File: src/rtl/hex_display_ctrl_if.sv
// CPU-side register bus of the hex display controller: write port, readback port and busy flag.
interface hex_display_ctrl_if;
  logic        wr_en;
  logic        wr_addr;
  logic [31:0] wr_data;
  logic        rd_addr;
  logic [31:0] rd_data;
  logic        busy;

  modport master (
    output wr_en, wr_addr, wr_data, rd_addr,
    input  rd_data, busy
  );

  modport slave (
    input  wr_en, wr_addr, wr_data, rd_addr,
    output rd_data, busy
  );
endinterface

File: src/rtl/hex_display_ctrl.sv
// Six-digit seven-segment controller with DATA/CTRL shadow registers copied to the display on refresh ticks.
// Define DISP_SYNC_BYPASS_EN to write the active registers directly (no tear-free transfer, busy held at 0).
module hex_display_ctrl #(
  parameter int unsigned TICK_DIV   = 50000,
  parameter int unsigned BLINK_HALF = 250
) (
  input  logic                      clk,
  input  logic                      resetn,
  hex_display_ctrl_if.slave         bus,
  output logic [6:0]                hex0,
  output logic [6:0]                hex1,
  output logic [6:0]                hex2,
  output logic [6:0]                hex3,
  output logic [6:0]                hex4,
  output logic [6:0]                hex5
);

  localparam int unsigned TW = $clog2(TICK_DIV);
  localparam int unsigned BW = (BLINK_HALF > 1) ? $clog2(BLINK_HALF) : 1;

  localparam logic [TW-1:0] TICK_LAST  = TW'(TICK_DIV - 1);
  localparam logic [BW-1:0] BLINK_LAST = BW'(BLINK_HALF - 1);

  localparam logic [8:0] CTRL_RESET = 9'h03F;
  localparam logic [6:0] SEG_ZERO   = 7'h40;
  localparam logic [6:0] SEG_BLANK  = 7'h7F;

  logic [TW-1:0] tick_cnt;
  logic [BW-1:0] blink_cnt;
  logic          blink_phase;
  logic          tick;

  logic [31:0]   data_sh;
  logic [8:0]    ctrl_sh;
  logic [31:0]   data_act;
  logic [8:0]    ctrl_act;
  logic          pending;

  logic [23:0]   window;
  logic          zero_run;
  logic [6:0]    seg_next [6];

  function automatic logic [6:0] seg7(input logic [3:0] n);
    logic [6:0] s;
    case (n)
      4'h0: s = 7'h40;
      4'h1: s = 7'h79;
      4'h2: s = 7'h24;
      4'h3: s = 7'h30;
      4'h4: s = 7'h19;
      4'h5: s = 7'h12;
      4'h6: s = 7'h02;
      4'h7: s = 7'h78;
      4'h8: s = 7'h00;
      4'h9: s = 7'h10;
      4'hA: s = 7'h08;
      4'hB: s = 7'h03;
      4'hC: s = 7'h46;
      4'hD: s = 7'h21;
      4'hE: s = 7'h06;
      default: s = 7'h0E;
    endcase
    return s;
  endfunction

  assign tick = (tick_cnt == TICK_LAST);

  // Refresh tick divider and blink half-period counter
  always_ff @(posedge clk or negedge resetn) begin
    if (!resetn) begin
      tick_cnt    <= '0;
      blink_cnt   <= '0;
      blink_phase <= 1'b0;
    end else begin
      tick_cnt <= tick ? '0 : tick_cnt + 1'b1;
      if (tick) begin
        if (blink_cnt == BLINK_LAST) begin
          blink_cnt   <= '0;
          blink_phase <= ~blink_phase;
        end else begin
          blink_cnt <= blink_cnt + 1'b1;
        end
      end
    end
  end

  // Shadow registers and readback
  always_ff @(posedge clk or negedge resetn) begin
    if (!resetn) begin
      data_sh     <= '0;
      ctrl_sh     <= CTRL_RESET;
      bus.rd_data <= '0;
    end else begin
      if (bus.wr_en) begin
        if (bus.wr_addr) ctrl_sh <= bus.wr_data[8:0];
        else             data_sh <= bus.wr_data;
      end
      bus.rd_data <= bus.rd_addr ? {23'b0, ctrl_sh} : data_sh;
    end
  end

  // Active registers; the transfer uses pre-edge shadows, so a write on the
  // tick edge lands in the shadow and keeps pending set for the next tick.
  always_ff @(posedge clk or negedge resetn) begin
    if (!resetn) begin
      data_act <= '0;
      ctrl_act <= CTRL_RESET;
      pending  <= 1'b0;
    end else begin
`ifdef DISP_SYNC_BYPASS_EN
      pending <= 1'b0;
      if (bus.wr_en) begin
        if (bus.wr_addr) ctrl_act <= bus.wr_data[8:0];
        else             data_act <= bus.wr_data;
      end
`else
      if (tick && pending) begin
        data_act <= data_sh;
        ctrl_act <= ctrl_sh;
      end
      if (bus.wr_en)  pending <= 1'b1;
      else if (tick)  pending <= 1'b0;
`endif
    end
  end

  assign bus.busy = pending;

  // Digit decode, scanning from the most significant digit so zero_run
  // holds "this digit and every digit above it are zero".
  always_comb begin
    window   = ctrl_act[8] ? data_act[31:8] : data_act[23:0];
    zero_run = 1'b1;
    for (int unsigned k = 0; k < 6; k++) begin
      seg_next[k] = SEG_BLANK;
    end
    for (int unsigned k = 0; k < 6; k++) begin
      int unsigned i;
      logic [3:0]  nib;
      i        = 5 - k;
      nib      = window[4*i +: 4];
      zero_run = zero_run & (nib == 4'h0);
      if (!ctrl_act[i] || (ctrl_act[6] && blink_phase) ||
          (ctrl_act[7] && (i != 0) && zero_run))
        seg_next[i] = SEG_BLANK;
      else
        seg_next[i] = seg7(nib);
    end
  end

  always_ff @(posedge clk or negedge resetn) begin
    if (!resetn) begin
      hex0 <= SEG_ZERO;
      hex1 <= SEG_ZERO;
      hex2 <= SEG_ZERO;
      hex3 <= SEG_ZERO;
      hex4 <= SEG_ZERO;
      hex5 <= SEG_ZERO;
    end else begin
      hex0 <= seg_next[0];
      hex1 <= seg_next[1];
      hex2 <= seg_next[2];
      hex3 <= seg_next[3];
      hex4 <= seg_next[4];
      hex5 <= seg_next[5];
    end
  end

endmodule

File: src/flat_wrapper.sv
// flat-port wrapper written by rule: the top's interface ports become plain ports
module hex_display_ctrl_flat 
#(
  parameter int unsigned TICK_DIV   = 50000,
  parameter int unsigned BLINK_HALF = 250
)
  (clk, resetn, hex0, hex1, hex2, hex3, hex4, hex5, bus_wr_en, bus_wr_addr, bus_wr_data, bus_rd_addr, bus_rd_data, bus_busy);
  hex_display_ctrl_if bus_i ();
  input  logic clk;
  input  logic resetn;
  output logic [6:0] hex0;
  output logic [6:0] hex1;
  output logic [6:0] hex2;
  output logic [6:0] hex3;
  output logic [6:0] hex4;
  output logic [6:0] hex5;
  input wire logic [$bits(bus_i.wr_en)-1:0] bus_wr_en;
  input wire logic [$bits(bus_i.wr_addr)-1:0] bus_wr_addr;
  input wire logic [$bits(bus_i.wr_data)-1:0] bus_wr_data;
  input wire logic [$bits(bus_i.rd_addr)-1:0] bus_rd_addr;
  output wire logic [$bits(bus_i.rd_data)-1:0] bus_rd_data;
  output wire logic [$bits(bus_i.busy)-1:0] bus_busy;
  assign bus_i.wr_en = bus_wr_en;
  assign bus_i.wr_addr = bus_wr_addr;
  assign bus_i.wr_data = bus_wr_data;
  assign bus_i.rd_addr = bus_rd_addr;
  assign bus_rd_data = bus_i.rd_data;
  assign bus_busy = bus_i.busy;
  hex_display_ctrl #(.TICK_DIV(TICK_DIV), .BLINK_HALF(BLINK_HALF)) u_core (.clk(clk), .resetn(resetn), .bus(bus_i), .hex0(hex0), .hex1(hex1), .hex2(hex2), .hex3(hex3), .hex4(hex4), .hex5(hex5));
endmodule
File: config.mk
export PLATFORM = sky130hd
export DESIGN_NAME = hex_display_ctrl_flat
export DESIGN_NICKNAME = d
export VERILOG_FILES = /design/src/rtl/hex_display_ctrl_if.sv /design/src/rtl/hex_display_ctrl.sv /design/src/flat_wrapper.sv
export SDC_FILE = /design/constraint.sdc
export NUM_CORES = 1
export LEC_CHECK = 0
export CAP_MARGIN = 20
export CORE_AREA = 2 2 189 98
export CTS_CLUSTER_SIZE = 40
export DETAILED_ROUTE_END_ITERATION = 10
export DIE_AREA = 0 0 191 100
export GPL_TIMING_DRIVEN = 1
export PLACE_DENSITY = 0.78
export SLEW_MARGIN = 25
export SYNTH_ARGS = -nofsm -noshare
export SYNTH_HDL_FRONTEND = slang
export SYNTH_SLANG_ARGS = --single-unit
File: constraint.sdc
create_clock -name clk -period 2.3 [get_ports clk]
set_input_delay 0.46 -clock clk [delete_from_list [all_inputs] [get_ports clk]]
set_output_delay 0.46 -clock clk [all_outputs]
set_load 0.1 [all_outputs]
Word level (Yosys, flattened, before mapping) --
Memory sizes are Yosys's and may differ from the RTL's. Cells that the tools add are included.
Operators by class: $add $sub $neg 2, equal/unequal tests 2, mux-type cells 12, bitwise operators 6, reductions and logical operators 33
Operators by type and width (number):
- two-way mux 7 bit | 6
- two-way mux 32 bit | 1
- two-way mux 24 bit | 1
- zero test 4 bit | 5
- adder 16 x 1 -> 16 bit (second input constant) | 1
- == test 16 bit (second input constant) | 1
- two-way mux 16 bit | 1
- logical OR 1 bit | 11
- adder 8 x 1 -> 8 bit (second input constant) | 1
- == test 8 bit (second input constant) | 1
- two-way mux 8 bit | 1
- logical AND 1 bit | 7
- zero test 1 bit | 6
- AND reduction 2 bit | 3
- AND 1 bit | 4
- two-way mux 1 bit | 2
- NOT 1 bit | 2
- nonzero test 2 bit | 1
Word-level totals: register bits after elaboration 182, ROM bits 672, input bits 37, output and inout bits 75, word-level logic and storage cells 76, memories kept 6
Memory list:
- (no name shown) | depth 16, bits a word 7, rd ports 1, clocked after Yosys merged registers in 0, wr ports 0, RTL line hex_display_ctrl.sv:45 | case (n)
- (no name shown) | depth 16, bits a word 7, rd ports 1, clocked after Yosys merged registers in 0, wr ports 0, RTL line hex_display_ctrl.sv:45
- (no name shown) | depth 16, bits a word 7, rd ports 1, clocked after Yosys merged registers in 0, wr ports 0, RTL line hex_display_ctrl.sv:45
- (no name shown) | depth 16, bits a word 7, rd ports 1, clocked after Yosys merged registers in 0, wr ports 0, RTL line hex_display_ctrl.sv:45
- (no name shown) | depth 16, bits a word 7, rd ports 1, clocked after Yosys merged registers in 0, wr ports 0, RTL line hex_display_ctrl.sv:45
- (no name shown) | depth 16, bits a word 7, rd ports 1, clocked after Yosys merged registers in 0, wr ports 0, RTL line hex_display_ctrl.sv:45

Logic depth before layout (Yosys ltp) --
depth in word-level cells 9, depth in mapped cells 10, depth with buffers taken out 7

Worst setup path after synthesis --
OpenSTA, ideal clock, no wires.
path kind reg-to-reg, start register u_core.ctrl_act[8], end register u_core.hex3[3], setup time 0.162 ns, arrival 2.148 ns, data required time 2.138 ns, setup slack -0.010 ns, cell stages (with the launch flop) 11, path buffers 3, clock period less this slack 2.310 ns, path through dfrtp_1 -> buf_4 -> buf_6 -> buf_4 -> mux2_2 -> inv_1 -> ha_1 -> and3_1 -> o211a_1 -> a21oi_1 -> o311ai_0
RTL lines:
- start: declaration | RTL line hex_display_ctrl.sv:36 | logic [8:0] ctrl_act;
- start signal: assignment | RTL line hex_display_ctrl.sv:119 | ctrl_act <= ctrl_sh;
- end signal: assignment | RTL line hex_display_ctrl.sv:163 | hex3 <= seg_next[3];
- end: declaration | RTL line hex_display_ctrl.sv:13 | output logic [6:0] hex3,

==> results_dict.tcl <==
set metrics [dict create \
    outcome "finished, violations left" \
    violations "negative hold slack" \
    die_w_um 191 \
    min_path_type "in -> async" \
    finalSetupTns_ns 0 \
    async_reset_ff_frac 1.000 \
    yosysUniqueCellTypes 51 \
    muxShareOfSynthArea 0.1880 \
    drv_slew 0 \
    syn_nets 747 \
    finalSetupViolCount 0 \
    fin_crit_sh 0.9581 \
    synth_top_family_by_area "multiplexers" \
    worst_pin_slew_ns 0.5836 \
    cts_hold_buf 0 \
    critPathTopFamily "compound AO/OA/AOI/OAI gates" \
    rr_worst_depth 7 \
    numCtsBuffers 17 \
    start_util 0.4873 \
    setup.worst_path.class "reg -> reg" \
    ys.flop_type "dfrtp_1" \
    drive_above_1_share 0.3277 \
    dp_hpwl_um 14090 \
    slew_headroom 0.5998 \
    seq_area_frac_synth 0.5295 \
    dpl_cell_area_um2 9937 \
    fp.dieH_um 100 \
    gp_congestion 0.9323 \
    dr_total_vias 5902 \
    die_area_um2 19100 \
    timing.critical_path.buf_inv 1 \
    grt-ovfl-total 0 \
    timing.final.crit_period_ns 2.204 \
    n_antenna_cell 0 \
    timing.max_cap.violations 0 \
    detail_route.wl_per_cell_um 18.48 \
    drc 0 \
    r2r_setup_slack_ns 0.1 \
    avgSynthCellArea_um2 12.79 \
    cts_buffer_depth 2 \
    max_freq_mhz 453.8 \
    final_nets 885 \
    dr.pass1.iters 5 \
    grt_start_max_net_pins 59 \
    powerDensity_nw_per_um2 695.2 \
    slowest_delay_ns 0.47 \
    cpMaxStageDelayCell "dfrtp_2" \
    worstPathRequired_ns 2.58 \
    wirelength_um 19720 \
    critical_path_arrival_ns 2.48 \
    final_antenna_net_count 0 \
    finalHoldViolCount 31 \
    r2r_end "u_core.hex2[3]" \
    htreeDepth 4 \
    synth_compound_area_frac 0.07947 \
    grt_util_all_layers 0.2172 \
    multi_input_area_um2 3822 \
    rows 35 \
    rsz0062_at_grt "false" \
    synth_edf_count 0 \
    syn_area_um2 8643 \
    crit_path_max_fanout 9 \
    leakagePower_nw 4.566 \
    synthAdderAreaFrac 0.04922 \
    rr_startpoint "u_core.ctrl_act[8]" \
    nFillCells 1408 \
    cts_root_buf "clkbuf_16" \
    grt_pass1_vias 5648 \
    end_kind "register" \
    core-area_um2 17740 \
    vdd_drop_max_mv 0.6024 \
    synth_xor_area_frac 0.01317 \
    drtIter0Drc 527 \
    cts_tree "built" \
    insertion_delay_ns 0.45 \
    cp-start-kind "register" \
    io_pins 112 \
    skew_ns 0.01152 \
    timing.hold.ws_ns -0.01348 \
    via_per_inst 5.531 \
    grt_pass1_wl_um 31590 \
    port_buffers 111 \
    fin_area_um2 10550 \
    synthToLayoutAreaGrowth_pct 22.02 \
    yosysWarnings 0 \
    synth_seq_cells 182 \
    register_area_um2 4578 \
    antenna_found_initial 0 \
    cts.clk_slew.worst_paths_ns 0.07 \
    yosys.area_share.simple 0.1087 \
    cts_num_sinks 182 \
    worstPathCellList "mux2_2 > inv_1 > ha_1 > and3_1 > o211a_1 > a31oi_4 > o311ai_0" \
    synthCells 676 \
]
==> Yosys cell counts (3+ instances only) <==
| cell type | count | share of area |
|---|---|---|
| o211ai_1 | 15 | 0.013 |
| xnor2_1 | 10 | 0.010 |
| buf_2 | 6 | 0.0035 |
| and3_1 | 5 | 0.0036 |
| nor3b_1 | 4 | 0.0035 |
| clkbuf_1 | 7 | 0.0030 |
| and2_1 | 6 | 0.0043 |
| inv_1 | 21 | 0.0091 |
| nand3b_1 | 3 | 0.0026 |
| nand4_1 | 9 | 0.0065 |
| o31ai_1 | 9 | 0.0078 |
| buf_12 | 4 | 0.0093 |
| o21ai_0 | 17 | 0.0098 |
| nor2_1 | 26 | 0.011 |
| a211oi_1 | 4 | 0.0035 |
| mux2_2 | 64 | 0.083 |
| a211o_1 | 5 | 0.0051 |
| mux2i_1 | 27 | 0.031 |
| mux2_1 | 3 | 0.0039 |
| ha_1 | 34 | 0.049 |
| nor3_1 | 12 | 0.0069 |
| and4_1 | 4 | 0.0041 |
| or3_1 | 3 | 0.0022 |
| a21oi_1 | 17 | 0.0098 |
| dfrtp_1 | 164 | 0.47 |
| buf_6 | 4 | 0.0052 |
| nand3_1 | 31 | 0.018 |
| nand2_1 | 34 | 0.015 |
| nor2b_1 | 26 | 0.019 |
| o22a_1 | 3 | 0.0030 |
| xor2_1 | 3 | 0.0030 |
| mux2_4 | 40 | 0.069 |
| dfstp_2 | 18 | 0.055 |
| o311ai_0 | 4 | 0.0041 |
| o221ai_1 | 13 | 0.013 |
| o21a_1 | 3 | 0.0026 |
==> routing by layer <==
layer	wire, um	vias up	track usage
met5	0	-	0
met3	1221	16	0.04790
met4	176	0	0.05486
li1	-	2728	-
met1	10560	2956	0.3633
met2	7768	202	0.2745
==> worst register-to-register path, stage by stage, from the launching register on <==
cell and delay [ns]:
dfrtp_2 0.47, mux2_2 0.33, inv_1 0.10, ha_1 0.23, and3_1 0.19, o211a_1 0.19, a31oi_4 0.30, o311ai_0 0.22
==> area by class of cell <==
| cell class | instances | area share |
|---|---|---|
| Clock buffer | 18 | 0.04069 |
| Clock inverter | 14 | 0.01234 |
| Inverter | 21 | 0.007474 |
| Multi-Input combinational cell | 450 | 0.3624 |
| Sequential cell | 182 | 0.4341 |
| Tap cell | 240 | 0.02847 |
| Timing Repair Buffer | 142 | 0.1145 |
==> flip-flops by register name (all words and copies together) (netlist names) <==
name / cells
u_core.bus.busy: 1
u_core.tick_cnt: 16
u_core.hex3: 7
u_core.data_sh: 32
u_core.hex1: 7
u_core.ctrl_act: 9
u_core.hex5: 7
u_core.hex4: 7
u_core.blink_phase: 1
u_core.hex2: 7
u_core.data_act: 32
u_core.bus.rd_data: 32
u_core.ctrl_sh: 9
u_core.hex0: 7
u_core.blink_cnt: 8
==> kinds of logic (layout without fill, tap and decap cells) <==
kind of cell    count (synthesis)  count (layout)
mux                           134             134
xor+xnor                       13              13
fa+ha+maj                      34              34
simple gates                  172             172
buf+inv                        44             195
compound gates                 97              97
flops                         182             182
==> layout by cell type (no fill, tap or decap), types with 10 or more instances in the layout <==
cell type and instances:
mux2i_1 26, nor2b_1 25, clkdlybuf4s50_1 35, nand3_1 31, mux2_2 64, o21ai_0 17
buf_4 102, dfstp_2 18, nor3_1 12, nor2_1 26, o221ai_1 13, inv_1 21
o211ai_1 15, a21oi_1 16, mux2_4 40, dfrtp_1 163, ha_1 34, clkbuf_16 17
xnor2_1 10, nand2_1 34
==> power by group <==
part           internal (mW)  switching [mW]  total [mW]
registers               3.39           0.122        3.51
logic                  0.292           0.690       0.982
clock network           1.44            1.41        2.84
total                   5.11            2.22        7.33
==> metrics by stage <==
| step | total power [mW] | worst slack, ns | utilization | cells | hold slack (ns) |
|---|---|---|---|---|---|
| 2_1_floorplan | 4.200 | 0.05101 | - | 676 | 0.1644 |
| 3_3_place_gp | 4.545 | 0.1682 | 0.5603 | 1031 | 0.4576 |
| 3_5_place_dp | 4.558 | 0.03041 | 0.5603 | 1031 | 0.4624 |
| 4_1_cts | 7.385 | 0.01125 | 0.5923 | 1063 | 0.007243 |
| 5_1_grt | 7.570 | 0.006930 | 0.5946 | 1067 | 0.03417 |
| 6_report | 7.332 | 0.09647 | 0.5946 | 1067 | -0.01348 |
==> worst max-delay path by stage <==
stage | startpoint | endpoint | slack, ns | depth (start not counted)
after floorplan | u_core.ctrl_act[8] | u_core.hex2[3] | 0.05 | 10
after detailed placement | u_core.ctrl_act[8] | u_core.hex2[3] | 0.03 | 7
final | u_core.ctrl_act[8] | u_core.hex2[3] | 0.1 | 7
after global routing | u_core.ctrl_act[8] | u_core.hex2[3] | 0.007 | 7
after CTS | u_core.ctrl_act[8] | u_core.hex1[0] | 0.01 | 7
after global placement | u_core.ctrl_act[8] | u_core.hex1[3] | 0.17 | 7
==> timing repair <==
action                                  4_1_cts  5_1_grt
buffers inserted                              0        4
gates resized for setup                       1        2
pin swaps                                     0        1
cloned                                        0        0
endpoints found under the setup margin        1       11
hold endpoints to repair                      0        0
Power figures use the tool's default switching activity.
